===== src/rtl/imem_fetch_sequencer_if.sv =====
// -----------------------------------------------------------------------------
// imem_fetch_sequencer_if
//   Bus bundle between the instruction fetch sequencer, the byte-wide
//   instruction memory, the branch unit and decode.
//
//   master modport : the fetch sequencer
//   slave  modport : memory / branch unit / decode side
//
//   mem_addr, mem_rdata             byte read port (combinational read)
//   branch_valid, branch_target     redirect request
//   inst_valid, inst_ready          instruction handshake to decode
//   Instruction_Code, PC            presented instruction and its address
//   load_valid/addr/data/ready      program-load write request (IMEM_LOAD_EN)
//   mem_we, mem_wdata               memory write port (IMEM_LOAD_EN)
//
//   Build option: define IMEM_LOAD_EN to add the program-load write path.
// -----------------------------------------------------------------------------
interface imem_fetch_sequencer_if #(
   parameter int ADDR_W = 10
);
   logic [ADDR_W-1:0] mem_addr;
   logic [7:0]        mem_rdata;
   logic              branch_valid;
   logic [ADDR_W-1:0] branch_target;
   logic              inst_valid;
   logic              inst_ready;
   logic [31:0]       Instruction_Code;
   logic [ADDR_W-1:0] PC;
`ifdef IMEM_LOAD_EN
   logic              load_valid;
   logic [ADDR_W-1:0] load_addr;
   logic [7:0]        load_data;
   logic              load_ready;
   logic              mem_we;
   logic [7:0]        mem_wdata;
`endif

   modport master (
      output mem_addr,
      input  mem_rdata,
      input  branch_valid,
      input  branch_target,
      output inst_valid,
      input  inst_ready,
      output Instruction_Code,
      output PC
`ifdef IMEM_LOAD_EN
      ,
      input  load_valid,
      input  load_addr,
      input  load_data,
      output load_ready,
      output mem_we,
      output mem_wdata
`endif
   );

   modport slave (
      input  mem_addr,
      output mem_rdata,
      output branch_valid,
      output branch_target,
      input  inst_valid,
      output inst_ready,
      input  Instruction_Code,
      input  PC
`ifdef IMEM_LOAD_EN
      ,
      output load_valid,
      output load_addr,
      output load_data,
      input  load_ready,
      input  mem_we,
      input  mem_wdata
`endif
   );
endinterface


===== src/rtl/imem_fetch_sequencer.sv =====
// -----------------------------------------------------------------------------
// imem_fetch_sequencer
//   Fetch front-end for a byte-wide, big-endian instruction memory. Reads the
//   four bytes of an instruction on consecutive cycles, assembles them (byte at
//   PC lands in [31:24]) and holds the word for decode on a valid/ready
//   handshake. Supports branch redirect and PC wrap-around.
//
//   Parameters
//     ADDR_W    byte-address width of the instruction memory
//     RESET_PC  fetch address after reset (multiple of 4)
//
//   Ports
//     clk    rising-edge clock
//     reset  synchronous, active-low reset
//     bus    imem_fetch_sequencer_if.master (memory read port, branch
//            redirect, decode handshake, optional load write port)
//
//   Build option: define IMEM_LOAD_EN to arbitrate a program-load byte write
//   port into the same memory. Without it the memory is read-only.
// -----------------------------------------------------------------------------
module imem_fetch_sequencer #(
   parameter int ADDR_W   = 10,
   parameter int RESET_PC = 0
) (
   input  logic                   clk,
   input  logic                   reset,
   imem_fetch_sequencer_if.master bus
);

   localparam logic [ADDR_W-1:0] RST_PC = ADDR_W'(RESET_PC);

   localparam logic [0:0] FETCH = 1'b0;
   localparam logic [0:0] HOLD  = 1'b1;

   logic [0:0]        state_q;
   logic [1:0]        byte_cnt_q;
   logic [ADDR_W-1:0] fetch_pc_q;
   logic [23:0]       asm_q;        // first three bytes of the word in flight
   logic              inst_valid_q;
   logic [31:0]       code_q;
   logic [ADDR_W-1:0] pc_q;
   logic [ADDR_W-1:0] mem_addr_d;
   logic              handshake;
   logic              load_accept;

   assign handshake = inst_valid_q & bus.inst_ready;

`ifdef IMEM_LOAD_EN
   logic load_ready;

   // A load may only steal the port where no fetch byte is lost: in HOLD, or
   // before the first byte of a word. A pending branch owns the cycle.
   assign load_ready  = reset && !bus.branch_valid &&
                        ((state_q == HOLD) || ((state_q == FETCH) && (byte_cnt_q == 2'd0)));
   assign load_accept = bus.load_valid & load_ready;

   assign bus.load_ready = load_ready;
   assign bus.mem_we     = load_accept;
   assign bus.mem_wdata  = load_accept ? bus.load_data : 8'h00;
`else
   assign load_accept = 1'b0;
`endif

   // Memory address: byte within the word while fetching, the word base while
   // holding, the load address when a write is accepted.
   always_comb begin
      mem_addr_d = fetch_pc_q;
      if (state_q == FETCH) mem_addr_d = fetch_pc_q + ADDR_W'(byte_cnt_q);
`ifdef IMEM_LOAD_EN
      if (load_accept) mem_addr_d = bus.load_addr;
`endif
   end

   assign bus.mem_addr         = mem_addr_d;
   assign bus.inst_valid       = inst_valid_q;
   assign bus.Instruction_Code = code_q;
   assign bus.PC               = pc_q;

   always_ff @(posedge clk) begin
      if (!reset) begin
         state_q      <= FETCH;
         byte_cnt_q   <= 2'd0;
         fetch_pc_q   <= RST_PC;
         asm_q        <= 24'h0;
         inst_valid_q <= 1'b0;
         code_q       <= 32'h0;
         pc_q         <= RST_PC;
      end else if (bus.branch_valid) begin
         // Redirect drops any partial word and any held word, even one being
         // accepted this cycle; the target is forced word-aligned.
         state_q      <= FETCH;
         byte_cnt_q   <= 2'd0;
         fetch_pc_q   <= {bus.branch_target[ADDR_W-1:2], 2'b00};
         inst_valid_q <= 1'b0;
      end else if (!load_accept) begin
         // An accepted load freezes the sequencer for one cycle.
         if (state_q == FETCH) begin
            asm_q <= {asm_q[15:0], bus.mem_rdata};
            if (byte_cnt_q == 2'd3) begin
               code_q       <= {asm_q, bus.mem_rdata};
               pc_q         <= fetch_pc_q;
               inst_valid_q <= 1'b1;
               byte_cnt_q   <= 2'd0;
               state_q      <= HOLD;
            end else begin
               byte_cnt_q <= byte_cnt_q + 2'd1;
            end
         end else if (handshake) begin
            inst_valid_q <= 1'b0;
            fetch_pc_q   <= fetch_pc_q + ADDR_W'(4);
            byte_cnt_q   <= 2'd0;
            state_q      <= FETCH;
         end
      end
   end

endmodule

===== src/flat_wrapper.sv =====
// flat-port wrapper written by rule: the top's interface ports become plain ports
module imem_fetch_sequencer_flat 
#(
   parameter int ADDR_W   = 10,
   parameter int RESET_PC = 0
)
  (clk, reset, bus_mem_addr, bus_mem_rdata, bus_branch_valid, bus_branch_target, bus_inst_valid, bus_inst_ready, bus_Instruction_Code, bus_PC);
  imem_fetch_sequencer_if #(.ADDR_W(ADDR_W)) bus_i ();
  input  logic clk;
  input  logic reset;
  output wire logic [$bits(bus_i.mem_addr)-1:0] bus_mem_addr;
  input wire logic [$bits(bus_i.mem_rdata)-1:0] bus_mem_rdata;
  input wire logic [$bits(bus_i.branch_valid)-1:0] bus_branch_valid;
  input wire logic [$bits(bus_i.branch_target)-1:0] bus_branch_target;
  output wire logic [$bits(bus_i.inst_valid)-1:0] bus_inst_valid;
  input wire logic [$bits(bus_i.inst_ready)-1:0] bus_inst_ready;
  output wire logic [$bits(bus_i.Instruction_Code)-1:0] bus_Instruction_Code;
  output wire logic [$bits(bus_i.PC)-1:0] bus_PC;
  assign bus_mem_addr = bus_i.mem_addr;
  assign bus_i.mem_rdata = bus_mem_rdata;
  assign bus_i.branch_valid = bus_branch_valid;
  assign bus_i.branch_target = bus_branch_target;
  assign bus_inst_valid = bus_i.inst_valid;
  assign bus_i.inst_ready = bus_inst_ready;
  assign bus_Instruction_Code = bus_i.Instruction_Code;
  assign bus_PC = bus_i.PC;
  imem_fetch_sequencer #(.ADDR_W(ADDR_W), .RESET_PC(RESET_PC)) u_core (.clk(clk), .reset(reset), .bus(bus_i));
endmodule

===== config.mk =====
export PLATFORM = sky130hd
export DESIGN_NAME = imem_fetch_sequencer_flat
export DESIGN_NICKNAME = d
export VERILOG_FILES = /design/src/rtl/imem_fetch_sequencer_if.sv /design/src/rtl/imem_fetch_sequencer.sv /design/src/flat_wrapper.sv
export SDC_FILE = /design/constraint.sdc
export NUM_CORES = 1
export LEC_CHECK = 0
export ABC_CLOCK_PERIOD_IN_PS = 1500
export CAP_MARGIN = 20
export CORE_UTILIZATION = 62
export CTS_BUF_LIST = sky130_fd_sc_hd__clkbuf_16
export CTS_CLUSTER_DIAMETER = 120
export DETAILED_ROUTE_END_ITERATION = 7
export DONT_BUFFER_PORTS = 1
export GPL_TIMING_DRIVEN = 0
export PLACE_DENSITY_LB_ADDON = 0.08
export SETUP_SLACK_MARGIN = 0.15
export SYNTH_ARGS = -nofsm -noshare
export SYNTH_HDL_FRONTEND = slang
export SYNTH_SLANG_ARGS = --single-unit

===== constraint.sdc =====
create_clock -name clk -period 1.5 [get_ports clk]
set_input_delay 0.3 -clock clk [delete_from_list [all_inputs] [get_ports clk]]
set_output_delay 0.3 -clock clk [all_outputs]
set_load 0.005 [all_outputs]

== Word-level counts from Yosys, hierarchy flattened ==
Cells that the tools add are included.

* Reduce and logical (&&, ||, !) cells: 9
* Equal/unequal tests: 2
* Bitwise logic cells: 4
* Add/sub/neg operators: 3
* Mux-type cells: 13

{| class="wikitable"
|+ Operators with widths
! cell !! number
|-
| $mux W10 || 4
|-
| $add A10 B2 Y10 || 1
|-
| $add A10 B3 Y10 const B || 1
|-
| $reduce_and A2 Y1 || 4
|-
| $mux W1 || 6
|-
| $mux W2 || 3
|-
| $reduce_bool A2 Y1 || 3
|-
| $not A1 Y1 || 3
|-
| $reduce_and A3 Y1 || 1
|-
| $add A2 B1 Y2 const B || 1
|-
| $eq A2 B2 Y1 const B || 1
|-
| $ne A2 B2 Y1 const B || 1
|-
| $reduce_or A2 Y1 || 1
|-
| $and A1 B1 Y1 || 1
|}

* Input bits: 22
* Output and inout port bits: 53
* Logic and storage cells: 39
* Register bits after elaboration: 80

== Depth between registers and ports, before layout ==
* Word-level depth: 4
* Depth in mapped cells: 6
* Mapped depth without buffers: 4

== Worst setup path after synthesis ==
No wires, ideal clock.

* Path kind: flip-flop to flip-flop
* From: register u_core.byte_cnt_q[0]
* To: register u_core.code_q[0] (netlist: u_core.bus.Instruction_Code[0])
* Data required time: 1.384 ns
* Cell stages (with the launch flop): 7
* Setup time: 0.116 ns
* Setup slack: 0.110 ns
* Arrival time: 1.273 ns
* Clock period less this slack: 1.390 ns
* Buffers on the path: 2
* Cells stage by stage: dfxtp_1 ha_1 or3b_1 clkbuf_1 clkbuf_1 nand2_1 a21boi_1

* Cells in the longest elaborated chain, start to end: 2

{| class="wikitable"
|+ RTL lines
! element !! RTL line !! text
|-
| start, declared || imem_fetch_sequencer.sv:36 || <nowiki>logic [1:0] byte_cnt_q;</nowiki>
|-
| start signal, assigned || imem_fetch_sequencer.sv:106 || <nowiki>byte_cnt_q <= byte_cnt_q + 2'd1;</nowiki>
|-
| $eq A2 B2 Y1 || imem_fetch_sequencer.sv:99 || <nowiki>if (byte_cnt_q == 2'd3) begin</nowiki>
|-
| $reduce_and A3 Y1 (no line) || n/a ||
|-
| end signal, assigned || imem_fetch_sequencer.sv:100 || <nowiki>code_q <= {asm_q, bus.mem_rdata};</nowiki>
|-
| end, declared || imem_fetch_sequencer.sv:40 || <nowiki>logic [31:0] code_q;</nowiki>
|}

Every way passes these cells.
A chain may end at the register's enable or synchronous reset.

== Worst setup path after layout ==
* From: register u_core.byte_cnt_q[0]
* To: register u_core.code_q[7] (netlist: u_core.bus.Instruction_Code[7])

Same word-level chain as after synthesis.

==> impl_metrics.tcl <==
set metrics [dict create \
    outcome "finished with violations" \
    violations "DRC" \
    worst_clock_skew_ns 0.00546 \
    power.total_w 0.00462 \
    die_h_um 71.2 \
    synth.cells.most_frequent "133 x sky130_fd_sc_hd__nand2_1, 76 x sky130_fd_sc_hd__dfxtp_1, 64 x sky130_fd_sc_hd__a21boi_1, 13 x sky130_fd_sc_hd__clkbuf_1, 11 x sky130_fd_sc_hd__buf_2" \
    static-leakage-power_nw 1.25 \
    netlist_area_mm2 0.00297 \
    groute.usage.overall_pct 29.5 \
    groute.layer.met2.usage_pct 50.6 \
    cts_tree "done" \
    dpl.hpwl_um 4510 \
    placedInstanceArea_mm2 0.00304 \
    hold_start "bus_mem_rdata[0]" \
    final_area_mm2 0.00357 \
    antenna_found_initial 0 \
    detailedRoute.firstIterationViolations 192 \
    yosys.area.top_type_share_pct 51.3 \
    grt_start_max_net_pins 15 \
    global_route.usage.met1_pct 34.4 \
    critical_path.endpoint_type "flop" \
    synth_cells 355 \
    start_kind "flop" \
    grt_overflow 0 \
    setup.worst_path.start "u_core.byte_cnt_q[0]" \
    hold_path_class "primary input to flop" \
    ys.warnings.count 0 \
    synth_area_per_inst_um2 8.36 \
    tritoncts.num_buffers 9 \
    dr_total_vias 2463 \
    cp_data_arrival_time_ns 1.63 \
    worst_slack_ns 0.0881 \
    max_cap_violations 0 \
    global_route.peak_usage_layer "met2" \
    routed_wl_um 6930 \
    design.portCount 75 \
    route.detailed.drc 4 \
    worst_setup_hold_path_clk_slew_ns 0.06 \
    total_count_of_max_transition_violations_in_the_final_report 0 \
    synth.top_cells.by_area "sky130_fd_sc_hd__dfxtp_1 51%, sky130_fd_sc_hd__nand2_1 17%, sky130_fd_sc_hd__a21boi_1 16%" \
    n_antenna_cell 0 \
    avgRoutedWirePerCell_um 16.1 \
    critical_path.max_fanout 10 \
    globalRouteMet3Util_pct 8.12 \
    fp.dieArea_mm2 0.00507 \
    clockBufferDepth 2 \
    die_w_um 71.2 \
    finish.cell_count_without_fillers 430 \
    viasPerCell 5.73 \
    post-synth-top-count-cell "sky130_fd_sc_hd__nand2_1" \
    timing.critical_path.required_ns 1.72 \
    finalWorstPathRequiredPeriod_ns 1.41 \
    yosys_register_bits 76 \
    final.period_utilization_pct 94.1 \
    core.rowCount 24 \
    count_of_clock_tree_sinks 76 \
    start_util_pct 66.3 \
    worst-setup-path-type "flop to flop" \
    placeableCoreArea_mm2 0.00447 \
    buffer_ports.inserted 0 \
    ir_drop_mv 0.764 \
    cellPowerDensity_mw_per_mm2 1290 \
    post_route_cells_drive_above_1_share_pct 17.7 \
    synth_top_flop_cell "sky130_fd_sc_hd__dfxtp_1" \
    root_cell_of_the_clock_tree "sky130_fd_sc_hd__clkbuf_16" \
    h-tree-depth 3 \
    n_fill_cell 314 \
    grt_pass1_wl_um 11400 \
    final-hold-violation-count 0 \
    postCtsHoldBufs 0 \
    place.detailed.instances 408 \
    ys_seq_area_share_pct 51.3 \
    synth_async_sr_flop_share_pct 0 \
    area_delta_synth_final_pct 20.4 \
    timing.fmax_mhz 708 \
    grt_pass1_vias 2503 \
    detail-route-antenna-nets 0 \
    drt_pass1_iterations 8 \
    synth-edff-count 0 \
    synth_cell_types 28 \
    crit-reg2reg-launch "u_core.byte_cnt_q[0]" \
    insertion_delay_ns 0.33 \
    unrepaired_setup_endpoints_after_global_routing "true" \
    final_nets 397 \
    gp_routability_congestion 0.734 \
    setup_viol 0 \
    placement.setup.worst_slack_ns -0.128 \
    netlist.top_cell.by_area "sky130_fd_sc_hd__dfxtp_1" \
]
## placed cells by master, fill, tap and decap left out, types with 3 or more instances in the layout
cell	n
sky130_fd_sc_hd__nand2_1	126
sky130_fd_sc_hd__dfxtp_1	66
sky130_fd_sc_hd__a21boi_1	62
sky130_fd_sc_hd__clkbuf_1	9
sky130_fd_sc_hd__o21ai_0	9
sky130_fd_sc_hd__clkbuf_16	9
sky130_fd_sc_hd__buf_4	8
sky130_fd_sc_hd__nand2_2	7
sky130_fd_sc_hd__dfxtp_2	7
sky130_fd_sc_hd__a21oi_1	6
sky130_fd_sc_hd__a31oi_1	5
sky130_fd_sc_hd__nand3_1	5
sky130_fd_sc_hd__clkbuf_4	5
sky130_fd_sc_hd__buf_6	4
sky130_fd_sc_hd__buf_2	3
sky130_fd_sc_hd__or3_1	3
sky130_fd_sc_hd__clkinv_4	3
sky130_fd_sc_hd__dfxtp_4	3
## per-layer routing
layer / share of wire (%) / vias to the layer above
li1: - / 1211
met1: 40 / 1163
met2: 51 / 75
met3: 6.7 / 14
met4: 2.3 / 0
met5: 0 / -
## worst max-delay path, stage by stage, from the launching register on
cell,delay [ns]
sky130_fd_sc_hd__dfxtp_2,0.35
sky130_fd_sc_hd__ha_4,0.15
sky130_fd_sc_hd__or3b_4,0.38
sky130_fd_sc_hd__buf_8,0.14
sky130_fd_sc_hd__buf_6,0.13
sky130_fd_sc_hd__nand2_2,0.07
sky130_fd_sc_hd__a21boi_1,0.07
## per-stage QoR
| step | utilization (%) | hold slack, ns | setup TNS (ns) |
|---|---|---|---|
| 2_1_floorplan | - | 0.431 | 0 |
| 3_3_place_gp | 68.0 | 0.438 | -3.04 |
| 3_5_place_dp | 68.0 | 0.443 | -3.59 |
| 4_1_cts | 78.0 | 0.0975 | 0 |
| 5_1_grt | 79.8 | 0.105 | 0 |
| 6_report | 79.8 | 0.0945 | 0 |
## timing repair
item | 4_1_cts | 5_1_grt
gates cloned | 1 | 0
setup buffers | 4 | 1
pin swaps | 6 | 7
setup endpoints to repair | 66 | 67
gates resized for setup | 31 | 25
## state kept, by name (all words and copies together) (netlist names)
name,count
u_core.state_q,1
u_core.fetch_pc_q,8
u_core.asm_q,24
u_core.byte_cnt_q,2
u_core.bus.PC,8
u_core.bus.Instruction_Code,32
u_core.bus.inst_valid,1
## path summary, 6_finish.rpt
kind,to,slack [ns],cells past startpoint
max reg2reg,u_core.bus.Instruction_Code[7],0.09,6
min,u_core.bus.Instruction_Code[0],0.09,2
min reg2reg,u_core.asm_q[20],0.45,2
max,u_core.bus.Instruction_Code[7],0.09,6
## cell families (layout without fill, tap and decap cells)
kind of cell / count (synthesis) / after routing / share of synthesized area [%]
multiplexers: 1 / 1 / 0.337
buffers and inverters: 27 / 49 / 4.13
XOR/XNOR: 2 / 2 / 0.590
adder cells (fa/ha/maj): 2 / 2 / 0.843
other: 1 / 2 / 0.126
flip-flops: 76 / 76 / 51.3
AO/OA/AOI/OAI: 88 / 88 / 20.6
AND/OR/NAND/NOR: 158 / 158 / 22.1
## final cells by class
cell class,count,area (µm²),area share [%]
tap,52,65.1,1.82
clock buffer,9,225,6.30
buffer,26,181,5.08
timing repair buffer,6,45.0,1.26
inverter,1,3.75,0.105
multi-input combinational,253,1410,39.4
sequential,76,1540,43.2
clock inverter,7,101,2.84
## power breakdown
group	internal, W	switching (W)	total (W)
Combinational	0.0000839	0.000100	0.000184
Clock	0.00146	0.000856	0.00232
Sequential	0.00206	0.0000516	0.00211
(Power assumes the default switching activity.)
